--- config.mk ---
export PLATFORM = sky130hd
export DESIGN_NAME = noc_packetizer_flat
export DESIGN_NICKNAME = d
export VERILOG_FILES = /design/src/rtl/noc_packetizer_if.sv /design/src/rtl/noc_packetizer.sv /design/src/flat_wrapper.sv
export SDC_FILE = /design/constraint.sdc
export NUM_CORES = 1
export LEC_CHECK = 0
export ABC_AREA = 1
export BUFFER_PORTS_ARGS = -buffer_cell sky130_fd_sc_hd__buf_2
export CORE_UTILIZATION = 45
export DETAILED_ROUTE_END_ITERATION = 10
export GPL_TIMING_DRIVEN = 0
export PLACE_DENSITY_LB_ADDON = 0.05
export SLEW_MARGIN = 20
export SYNTH_ARGS = -nofsm -noshare
export SYNTH_HDL_FRONTEND = slang
export SYNTH_SLANG_ARGS = --single-unit
--- constraint.sdc ---
create_clock -name clk -period 1.5 [get_ports clk]
set_input_delay 0.15 -clock clk [delete_from_list [all_inputs] [get_ports clk]]
set_output_delay 0.15 -clock clk [all_outputs]
set_load 0.005 [all_outputs]
--- src/rtl/noc_packetizer_if.sv ---
// Descriptor, payload and flit-output handshake bundle for noc_packetizer.
// master = traffic source / mesh side, slave = the packetizer.
interface noc_packetizer_if #(
    parameter int unsigned LEN_W = 4
);
    logic [3:0]       msg_dest;
    logic [LEN_W-1:0] msg_len;
    logic             msg_valid;
    logic             msg_ready;
    logic [29:0]      pl_data;
    logic             pl_valid;
    logic             pl_ready;
    logic [31:0]      data_out;
    logic             valid_out;
    logic             ready_out;

    modport master (
        output msg_dest, msg_len, msg_valid, pl_data, pl_valid, ready_out,
        input  msg_ready, pl_ready, data_out, valid_out
    );

    modport slave (
        input  msg_dest, msg_len, msg_valid, pl_data, pl_valid, ready_out,
        output msg_ready, pl_ready, data_out, valid_out
    );
endinterface

--- src/rtl/noc_packetizer.sv ---
// Wormhole packetizer: descriptor + payload stream -> head/body/tail flits, one per cycle.
// Optional NOC_PKT_STATS_EN adds a 16-bit count of transferred tail flits (pkt_count).
module noc_packetizer #(
    parameter logic [3:0]  SRC_ID = 4'd0,
    parameter int unsigned LEN_W  = 4
) (
    input  logic                 clk,
    input  logic                 rst,
    noc_packetizer_if.slave      bus,
`ifdef NOC_PKT_STATS_EN
    output logic [15:0]          pkt_count,
`endif
    output logic                 busy
);
    typedef enum logic {StIdle, StPayload} state_e;

    state_e           state_q, state_d;
    logic [LEN_W-1:0] rem_q, rem_d;
    logic [31:0]      data_q, data_d;
    logic             valid_q, valid_d;
    logic             free;

    assign free = !valid_q || bus.ready_out;

    always_comb begin
        state_d       = state_q;
        rem_d         = rem_q;
        data_d        = data_q;
        valid_d       = valid_q;
        bus.msg_ready = 1'b0;
        bus.pl_ready  = 1'b0;
        // A free register with nothing new loaded empties; a stalled one holds.
        if (free) begin
            valid_d = 1'b0;
        end
        unique case (state_q)
            StIdle: begin
                // Gated by rst so nothing is offered while reset is held.
                bus.msg_ready = free && rst;
                if (free && bus.msg_valid) begin
                    data_d  = {2'b01, 22'd0, SRC_ID, bus.msg_dest};
                    valid_d = 1'b1;
                    rem_d   = (bus.msg_len == '0) ? LEN_W'(1) : bus.msg_len;
                    state_d = StPayload;
                end
            end
            StPayload: begin
                bus.pl_ready = free;
                if (free && bus.pl_valid) begin
                    valid_d = 1'b1;
                    if (rem_q != LEN_W'(1)) begin
                        data_d = {2'b10, bus.pl_data};
                        rem_d  = rem_q - LEN_W'(1);
                    end else begin
                        data_d  = {2'b11, bus.pl_data};
                        state_d = StIdle;
                    end
                end
            end
            default: state_d = StIdle;
        endcase
    end

    always_ff @(posedge clk or negedge rst) begin
        if (!rst) begin
            state_q <= StIdle;
            rem_q   <= '0;
            data_q  <= '0;
            valid_q <= 1'b0;
        end else begin
            state_q <= state_d;
            rem_q   <= rem_d;
            data_q  <= data_d;
            valid_q <= valid_d;
        end
    end

    assign bus.data_out  = data_q;
    assign bus.valid_out = valid_q;
    assign busy          = (state_q == StPayload) || valid_q;

`ifdef NOC_PKT_STATS_EN
    logic [15:0] cnt_q;

    always_ff @(posedge clk or negedge rst) begin
        if (!rst) begin
            cnt_q <= '0;
        end else if (valid_q && bus.ready_out && data_q[31:30] == 2'b11) begin
            cnt_q <= cnt_q + 16'd1;
        end
    end

    assign pkt_count = cnt_q;
`endif
endmodule

--- src/flat_wrapper.sv ---
// flat-port wrapper written by rule: the top's interface ports become plain ports
module noc_packetizer_flat 
#(
    parameter logic [3:0]  SRC_ID = 4'd0,
    parameter int unsigned LEN_W  = 4
)
  (clk, rst, busy, bus_msg_dest, bus_msg_len, bus_msg_valid, bus_pl_data, bus_pl_valid, bus_ready_out, bus_msg_ready, bus_pl_ready, bus_data_out, bus_valid_out);
  noc_packetizer_if #(.LEN_W(LEN_W)) bus_i ();
  input  logic clk;
  input  logic rst;
  output logic busy;
  input wire logic [$bits(bus_i.msg_dest)-1:0] bus_msg_dest;
  input wire logic [$bits(bus_i.msg_len)-1:0] bus_msg_len;
  input wire logic [$bits(bus_i.msg_valid)-1:0] bus_msg_valid;
  input wire logic [$bits(bus_i.pl_data)-1:0] bus_pl_data;
  input wire logic [$bits(bus_i.pl_valid)-1:0] bus_pl_valid;
  input wire logic [$bits(bus_i.ready_out)-1:0] bus_ready_out;
  output wire logic [$bits(bus_i.msg_ready)-1:0] bus_msg_ready;
  output wire logic [$bits(bus_i.pl_ready)-1:0] bus_pl_ready;
  output wire logic [$bits(bus_i.data_out)-1:0] bus_data_out;
  output wire logic [$bits(bus_i.valid_out)-1:0] bus_valid_out;
  assign bus_i.msg_dest = bus_msg_dest;
  assign bus_i.msg_len = bus_msg_len;
  assign bus_i.msg_valid = bus_msg_valid;
  assign bus_i.pl_data = bus_pl_data;
  assign bus_i.pl_valid = bus_pl_valid;
  assign bus_i.ready_out = bus_ready_out;
  assign bus_msg_ready = bus_i.msg_ready;
  assign bus_pl_ready = bus_i.pl_ready;
  assign bus_data_out = bus_i.data_out;
  assign bus_valid_out = bus_i.valid_out;
  noc_packetizer #(.SRC_ID(SRC_ID), .LEN_W(LEN_W)) u_core (.clk(clk), .rst(rst), .bus(bus_i), .busy(busy));
endmodule
==> results of run 1 <==
where the power goes:
part | switching (mW) | leakage, nW | internal (mW)
clock network | 0.337 | 0.0482 | 0.370
logic | 0.826 | 0.833 | 0.655
registers | 0.231 | 0.464 | 1.45
total | 1.39 | 1.35 | 2.47
cell usage after synthesis:
master / instances
a31oi_1: 1
nor2_1: 8
or2_2: 2
buf_2: 5
nand3_1: 5
inv_2: 1
o21ai_0: 4
buf_4: 2
a21oi_1: 1
ha_1: 2
nand4_1: 1
nand2_1: 129
dfrtp_1: 38
inv_1: 9
nand2_2: 2
state kept, by name (all words and copies together) (netlist names):
name,cells
u_core.bus.valid_out,1
u_core.rem_q,4
u_core.state_q,1
u_core.bus.data_out,32
through the flow:
| step | TNS [ns] | std cells | total power, mW | cell area [um2] | hold slack, ns |
|---|---|---|---|---|---|
| final | 0 | 342 | 3.86 | 2200 | -0.0425 |
| after global routing | -0.0221 | 342 | 4.26 | 2200 | 0.0268 |
| after CTS | 0 | 342 | 3.91 | 2200 | -0.0113 |
| after detailed placement | 0 | 334 | 3.19 | 2100 | 0.304 |
| after global placement | 0 | 334 | 3.16 | 2100 | 0.304 |
| after floorplan | 0 | 210 | 2.54 | 1660 | -0.146 |
cells in the final DEF (no fill, tap or decap):
master	Yosys	layout
inv_2	1	1
nand3_1	5	5
a31oi_1	1	1
nand2_1	129	129
clkbuf_1	0	1
ha_1	2	2
o21ai_0	4	4
or2_2	2	2
clkbuf_8	0	6
clkinv_2	0	1
buf_2	5	81
dfrtp_1	38	38
nand4_1	1	1
inv_1	9	9
nand2_2	2	2
nor2_1	8	8
buf_4	2	4
a21oi_1	1	1
cell families after synthesis:
group,after synthesis,share of synthesized area
AND/OR/NAND/NOR,147,0.345
flip-flops,38,0.574
buffers and inverters,17,0.0469
AO/OA/AOI/OAI,6,0.0189
adder cells (fa/ha/maj),2,0.0151
final timing paths:
path                                                      from                                   to  slack (ns)  cells after the start
setup / recovery                      u_core.state_q$_DFF_PN0_                                 busy        0.02                      3
hold / removal                                             rst  u_core.bus.data_out[31]$_DFFE_PN0P_       -0.04                      1
setup reg to reg                   u_core.rem_q[0]$_DFFE_PN0P_          u_core.rem_q[2]$_DFFE_PN0P_        0.19                      7
hold reg to reg            u_core.bus.data_out[14]$_DFFE_PN0P_  u_core.bus.data_out[14]$_DFFE_PN0P_        0.46                      2
max in group asynchronous                                  rst  u_core.bus.data_out[17]$_DFFE_PN0P_        1.02                      1
min in group clk                               bus_pl_data[18]  u_core.bus.data_out[18]$_DFFE_PN0P_        0.06                      3
layer usage:
| metal | vias to the layer above | track usage | share of wire |
|---|---|---|---|
| li1 | 799 | - | - |
| met1 | 692 | 0.261 | 0.46 |
| met2 | 52 | 0.340 | 0.47 |
| met3 | 6 | 0.0602 | 0.056 |
| met4 | 0 | 0.0698 | 0.015 |
| met5 | - | 0 | 0 |
layout make-up:
cell class	instances	area, um2	share of cell area
clock buffers	7	86.3	0.0392
multi-input cells	155	627	0.285
plain buffers	7	45.0	0.0205
inverters	10	37.5	0.0171
clock inverters	1	5.00	0.00228
repair buffers	78	390	0.177
flip-flops and latches	38	951	0.432
well taps	46	57.6	0.0262
timing repair:
| action | CTS | global route |
|---|---|---|
| setup endpoints to repair | 1 | 2 |
| gates cloned | 0 | 0 |
| endpoints found under the hold margin | 38 | 0 |
| resized for setup | 1 | 2 |
==> reports/qor.txt, run 1 <==
Worst Path Buf+Inv: 2
Crit end category: output port
Count of final hold-check violations: 38
CTS tree: done
Yosys top cell area share: 0.574
Max-slew violation count: 0
Setup bufs post-CTS: 0
Worst hold path class: in2async
Maximum VDD drop: 0.000754 V
Top delay family on crit path: flip-flops
I/O Buffers: 78
Worst EP required: 1.35 ns
DRT Wirelength: 3520 um
Starting Density: 0.481
Vias in the first global route: 1422
Root buffer cell: clkbuf_8
Remaining DRCs: 0
Mean Syn Cell Area: 7.88 um2
Clock sink count: 38
CP Launch Type: flip-flop
Largest net degree at the start of global routing: 40
Synth area leader: dfrtp_1
Die width: 62.7 um
Status: finished, violations left
Leak: 1.35 nW
Syn Inst Count: 210
Placer Congestion: 0.780
Final Core Density: 0.639
Final Cycle Share: 0.984
Highest-delay cell along the critical path: dfrtp_1
Core box area: 3440 um2
DR pass1 iterations: 5
Setup WS pre-CTS: 0.156 ns
Nets: 340
Die ar.: 3930 um2
Max FO, Critical Path: 10
Clock Path Buffers: 2
Layout overhead on the synthesized area: 32.9%
Fmax: 0.677 GHz
Max incr delay on CP: 0.43 ns
I/O pins: 79
Final setup viols: 0
Crit Path Category: reg2out
Cell Area, Synth: 1660 um2
Later-pin clock latency in the skew report: 0.29 ns
Slew @ Worst Pin: 0.827 ns
Vias: 1549
1st-iter DRT viols: 92
Tot GR Track Use: 0.207
Hold_ws: -0.0425 ns
Post-Syn Nets: 255
Avg WL per Cell: 10.3 um
Number of synthesized register bits: 38
Register area share after synthesis: 0.574
Maxcap violations: 0
Yosys Warn Count: 0
Final Worst Setup Slack: 0.0239 ns
Worst-path cell chain: buf_4 -> or2_2 -> buf_2
Hpwl dp: 2580 um
Pwr per Cell Area: 1760 nW/um2
Total gr overflow: 0
CTS Buf Count: 5
Vias/cell: 4.53
Fill count: 335
Global-route wire length before repair: 6270 um
Share of cells above drive strength 1: 0.328
CP arrival: 1.33 ns
Slew margin rel.: 0.449
Initial antenna violation count: 0
Largest cells by area after synthesis: dfrtp_1, nand2_1, inv_1
Clock Skew: 0.00441 ns
Failing checks: negative hold slack
ANT nets after route: 0
Die H: 62.7 um
RSZ-0062 raised after global routing: yes
CTS clock-pin slew for the worst setup and hold paths: 0.07 ns
Antenna Cells: 0
Unique masters post-synth: 15
Placement Rows: 21
Htree depth: 2
Minimum clock period: 1.48 ns
Power figures use the tool's default switching activity.
==> run 2, diff against run 1 <==
--- a/config.mk
+++ b/config.mk
@@ -6,8 +6,10 @@
 export NUM_CORES = 1
 export LEC_CHECK = 0
 export ABC_AREA = 1
-export BUFFER_PORTS_ARGS = -buffer_cell sky130_fd_sc_hd__buf_2
-export CORE_UTILIZATION = 45
+export BUFFER_PORTS_ARGS = -buffer_cell sky130_fd_sc_hd__buf_4
+export CELL_PAD_IN_SITES_DETAIL_PLACEMENT = 0
+export CELL_PAD_IN_SITES_GLOBAL_PLACEMENT = 1
+export CORE_UTILIZATION = 31
 export DETAILED_ROUTE_END_ITERATION = 10
 export GPL_TIMING_DRIVEN = 0
 export PLACE_DENSITY_LB_ADDON = 0.05
==> reports/qor.txt, run 2 (same netlist as run 1, synthesis figures left out) <==
Maxcap violations: 0
CTS clock-pin slew for the worst setup and hold paths: 0.07 ns
CP Launch Type: flip-flop
DR pass1 iterations: 4
Max-slew violation count: 0
Antenna Cells: 0
Remaining DRCs: 0
Number of flip-flops under the largest register name: 32
Vias/cell: 4.16
Leak: 1.41 nW
Root buffer cell: clkbuf_8
Hpwl dp: 2890 um
Die ar.: 5640 um2
Core box area: 5140 um2
Avg WL per Cell: 10.8 um
Global-route wire length before repair: 6040 um
Htree depth: 2
CTS tree: done
Slew @ Worst Pin: 0.498 ns
Critical path origin: u_core.state_q$_DFF_PN0_
Die H: 75.1 um
Setup crit end: busy
Hold_ws: -0.174 ns
Worst EP required: 1.35 ns
Commonest non-fill, non-tap cell in the layout: nand2_1
DRT Wirelength: 3970 um
Starting Density: 0.322
Fill count: 559
Design Area, Final: 2440 um2
ANT nets after route: 0
Placer Congestion: 0.729
Most frequent cells in the layout: nand2_1, buf_4, dfrtp_1
Failing checks: negative hold slack
I/O pins: 79
Reg-to-reg startpoint: u_core.rem_q[0]$_DFFE_PN0P_
Nets: 341
Status: finished, violations left
CTS Buf Count: 5
Worst R2R Path Depth: 7
Final Cycle Share: 0.950
Largest net degree at the start of global routing: 40
Max FO, Critical Path: 5
Fmax: 0.702 GHz
Die width: 75.1 um
RSZ-0062 raised after global routing: no
Placement Rows: 26
Vias in the first global route: 1324
Number of instances in the placed design: 358
Layout overhead on the synthesized area: 47.4%
Tot GR Track Use: 0.147
Placed Area: 2330 um2
1st-iter DRT viols: 71
Clock sink count: 38
Vias: 1525
Crit Path Category: reg2out
Worst hold path class: in2async
Minimum clock period: 1.42 ns
Final std cells w/o fill: 367
Maximum VDD drop: 0.000724 V
Clock Skew: 0.00374 ns
Setup WS pre-CTS: 0.190 ns
Final Worst Setup Slack: 0.0756 ns
Slew margin rel.: 0.668
CP arrival: 1.27 ns
I/O Buffers: 78
Later-pin clock latency in the skew report: 0.29 ns
Share of cells above drive strength 1: 0.330
R2r setup slk: 0.19 ns
Count of final hold-check violations: 38
Clock Path Buffers: 2
R2r endpoint: u_core.rem_q[2]$_DFFE_PN0P_
Setup TNS: 0 ns
Total gr overflow: 0
Final setup viols: 0
Pwr per Cell Area: 1700 nW/um2
Initial antenna violation count: 0
Crit end category: output port
run 2: worst min-delay path by stage:
stage,start,to,slack (ns)
3_5_place_dp,rst,u_core.bus.data_out[29]$_DFFE_PN0P_,0.16
6_report,rst,u_core.bus.data_out[29]$_DFFE_PN0P_,-0.17
3_3_place_gp,rst,u_core.bus.data_out[29]$_DFFE_PN0P_,0.16
2_1_floorplan,rst,u_core.bus.data_out[0]$_DFFE_PN0P_,-0.15
4_1_cts,rst,u_core.rem_q[1]$_DFFE_PN0P_,-0.16
5_1_grt,rst,u_core.bus.data_out[29]$_DFFE_PN0P_,-0.14
run 2: layout make-up:
| cell class | count | area, um2 | share of cell area |
|---|---|---|---|
| plain buffers | 7 | 52.6 | 0.0215 |
| well taps | 70 | 87.6 | 0.0359 |
| repair buffers | 79 | 593 | 0.243 |
| multi-input cells | 155 | 627 | 0.257 |
| clock inverters | 1 | 5.00 | 0.00205 |
| flip-flops and latches | 38 | 951 | 0.390 |
| inverters | 10 | 37.5 | 0.0154 |
| clock buffers | 7 | 86.3 | 0.0354 |
run 2: repair_timing:
item | 4_1_cts | 5_1_grt
gates resized for setup | 1 | 4
setup buffers | 0 | 1
endpoints found under the hold margin | 38 | 38
endpoints found under the setup margin | 1 | 2
pin swaps | 0 | 0
run 2: worst max-delay path, cell delays in order (launching register included):
cell and delay [ns]:
dfrtp_1 0.43, buf_6 0.13, or2_2 0.28, buf_4 0.14
run 2: metrics by stage:
stage | power (mW) | hold WS (ns) | util
3_3_place_gp | 3.44 | 0.165 | 0.453
3_5_place_dp | 3.47 | 0.157 | 0.453
5_1_grt | 4.55 | -0.144 | 0.475
4_1_cts | 4.21 | -0.161 | 0.471
2_1_floorplan | 2.54 | -0.146 | -
6_report | 4.16 | -0.174 | 0.475
run 2: report_power, final:
part	internal (mW)	switching, mW
combinational	0.894	0.835
sequential	1.45	0.256
clock	0.371	0.354
run 2: routing by layer:
metal  part of all wire  track usage
met5                  0            0
met4              0.015       0.0629
met3              0.073       0.0482
met2               0.46        0.237
met1               0.45        0.180
==> run 3, diff against run 2 <==
--- a/config.mk
+++ b/config.mk
@@ -9,6 +9,7 @@
 export BUFFER_PORTS_ARGS = -buffer_cell sky130_fd_sc_hd__buf_4
 export CELL_PAD_IN_SITES_DETAIL_PLACEMENT = 0
 export CELL_PAD_IN_SITES_GLOBAL_PLACEMENT = 1
+export CORE_ASPECT_RATIO = 0.7
 export CORE_UTILIZATION = 31
 export DETAILED_ROUTE_END_ITERATION = 10
 export GPL_TIMING_DRIVEN = 0
==> reports/qor.txt, run 3 (same netlist as run 1, synthesis figures left out) <==
R2r setup slk: 0.20 ns
Most frequent cells in the layout: nand2_1, buf_4, dfrtp_1
Max FO, Critical Path: 10
DR pass1 iterations: 4
Placer Congestion: 0.784
Core box area: 4970 um2
Htree depth: 2
Largest net degree at the start of global routing: 40
Maxcap violations: 0
Hpwl dp: 3020 um
CTS Buf Count: 5
Number of flip-flops under the largest register name: 32
ANT nets after route: 0
I/O pins: 79
Comb pwr share: 0.416
RSZ-0062 raised after global routing: no
Hold_ws: -0.174 ns
CP arrival: 1.26 ns
Initial antenna violation count: 0
Failing checks: negative hold slack
Setup bufs post-CTS: 0
Vias: 1506
Antenna Cells: 0
I/O Buffers: 78
Starting Density: 0.333
CTS tree: done
Minimum clock period: 1.41 ns
Final std cells w/o fill: 365
Internal power: 2.70 mW
Reg-to-reg startpoint: u_core.rem_q[0]$_DFFE_PN0P_
Maximum VDD drop: 0.000627 V
Crit Path Category: reg2out
Commonest non-fill, non-tap cell in the layout: nand2_1
Avg WL per Cell: 10.9 um
Clock Skew: 0.00789 ns
Nets: 340
Overall power: 4.14 mW
Layout overhead on the synthesized area: 46.8%
R2r endpoint: u_core.rem_q[2]$_DFFE_PN0P_
Number of instances in the placed design: 357
1st-iter DRT viols: 57
Die width: 89.3 um
Worst EP required: 1.35 ns
Switching power: 1.44 mW
Global-route wire length before repair: 6750 um
CP Launch Type: flip-flop
Final setup viols: 0
Clock Power Share: 0.170
Worst R2R Path Depth: 7
Share of cells above drive strength 1: 0.328
Vias/cell: 4.13
Fmax: 0.707 GHz
Leak: 1.41 nW
Worst hold path class: in2async
Sequential power share: 0.413
Status: finished, violations left
Pwr per Cell Area: 1700 nW/um2
Setup TNS: 0 ns
Vias in the first global route: 1514
Count of final hold-check violations: 38
Final Cycle Share: 0.942
Later-pin clock latency in the skew report: 0.28 ns
Max-slew violation count: 0
Slew margin rel.: 0.676
Die H: 63.1 um
Crit end category: output port
Clock Path Buffers: 2
Die ar.: 5640 um2
Clock sink count: 38
DRT Wirelength: 3990 um
Root buffer cell: clkbuf_8
Tot GR Track Use: 0.155
Remaining DRCs: 0
CTS clock-pin slew for the worst setup and hold paths: 0.07 ns
Total gr overflow: 0
Slew @ Worst Pin: 0.486 ns
Net Sw Frac: 0.347
Placement Rows: 21
[run 3: power by group through the flow]
stage          Sequential, mW  Combinational, mW  Clock (mW)
2_1_floorplan            1.72              0.817           0
3_3_place_gp             1.71               1.74           0
3_5_place_dp             1.72               1.75           0
4_1_cts                  1.71               1.75       0.735
5_1_grt                  1.77               2.00       0.783
6_report                 1.71               1.72       0.705
[run 3: worst max-delay path by stage]
stage	end	start	slack [ns]
finish	bus_msg_ready	u_core.state_q$_DFF_PN0_	0.09
global route	bus_msg_ready	u_core.state_q$_DFF_PN0_	0.01
floorplan	u_core.rem_q[2]$_DFFE_PN0P_	u_core.rem_q[0]$_DFFE_PN0P_	0.29
CTS	busy	u_core.state_q$_DFF_PN0_	0.001
global placement	u_core.rem_q[2]$_DFFE_PN0P_	u_core.rem_q[0]$_DFFE_PN0P_	0.22
detailed placement	u_core.rem_q[0]$_DFFE_PN0P_	u_core.rem_q[1]$_DFFE_PN0P_	0.20
[run 3: final cells by class]
type / count / area (um2)
fillers: 516 / 2540
flip-flops and latches: 38 / 951
multi-input cells: 155 / 629
repair buffers: 78 / 586
clock buffers: 7 / 86.3
well taps: 69 / 86.3
plain buffers: 7 / 48.8
inverters: 10 / 37.5
clock inverters: 1 / 5.00
[run 3: critical path, cell delays in order, from the launching register on]
cell and delay, ns:
dfrtp_1 0.43, inv_1 0.09, buf_4 0.17, nand2_1 0.06, nor2_1 0.11, buf_4 0.11
[run 3: timing repair]
action                                  4_1_cts  5_1_grt
endpoints found under the setup margin        1        2
cloned                                        0        0
endpoints found under the hold margin        38       38
gates resized for setup                       1        4
pin swaps                                     0        0
[run 3: stage by stage]
step	setup WS, ns	utilization	cell area (um2)
floorplan	0.291	-	1660
CTS	0.00114	0.488	2420
detailed placement	0.198	0.469	2330
finish	0.0865	0.489	2430
global placement	0.218	0.469	2330
global route	0.00989	0.489	2430
[run 3: metal layers]
layer  vias to the layer above  global-route usage  part of all wire
met5                         -                   0                 0
met4                         0              0.0357            0.0045
met3                         2              0.0629             0.093
met2                        50               0.234              0.40
met1                       652               0.209              0.51
li1                        802                   -                 -
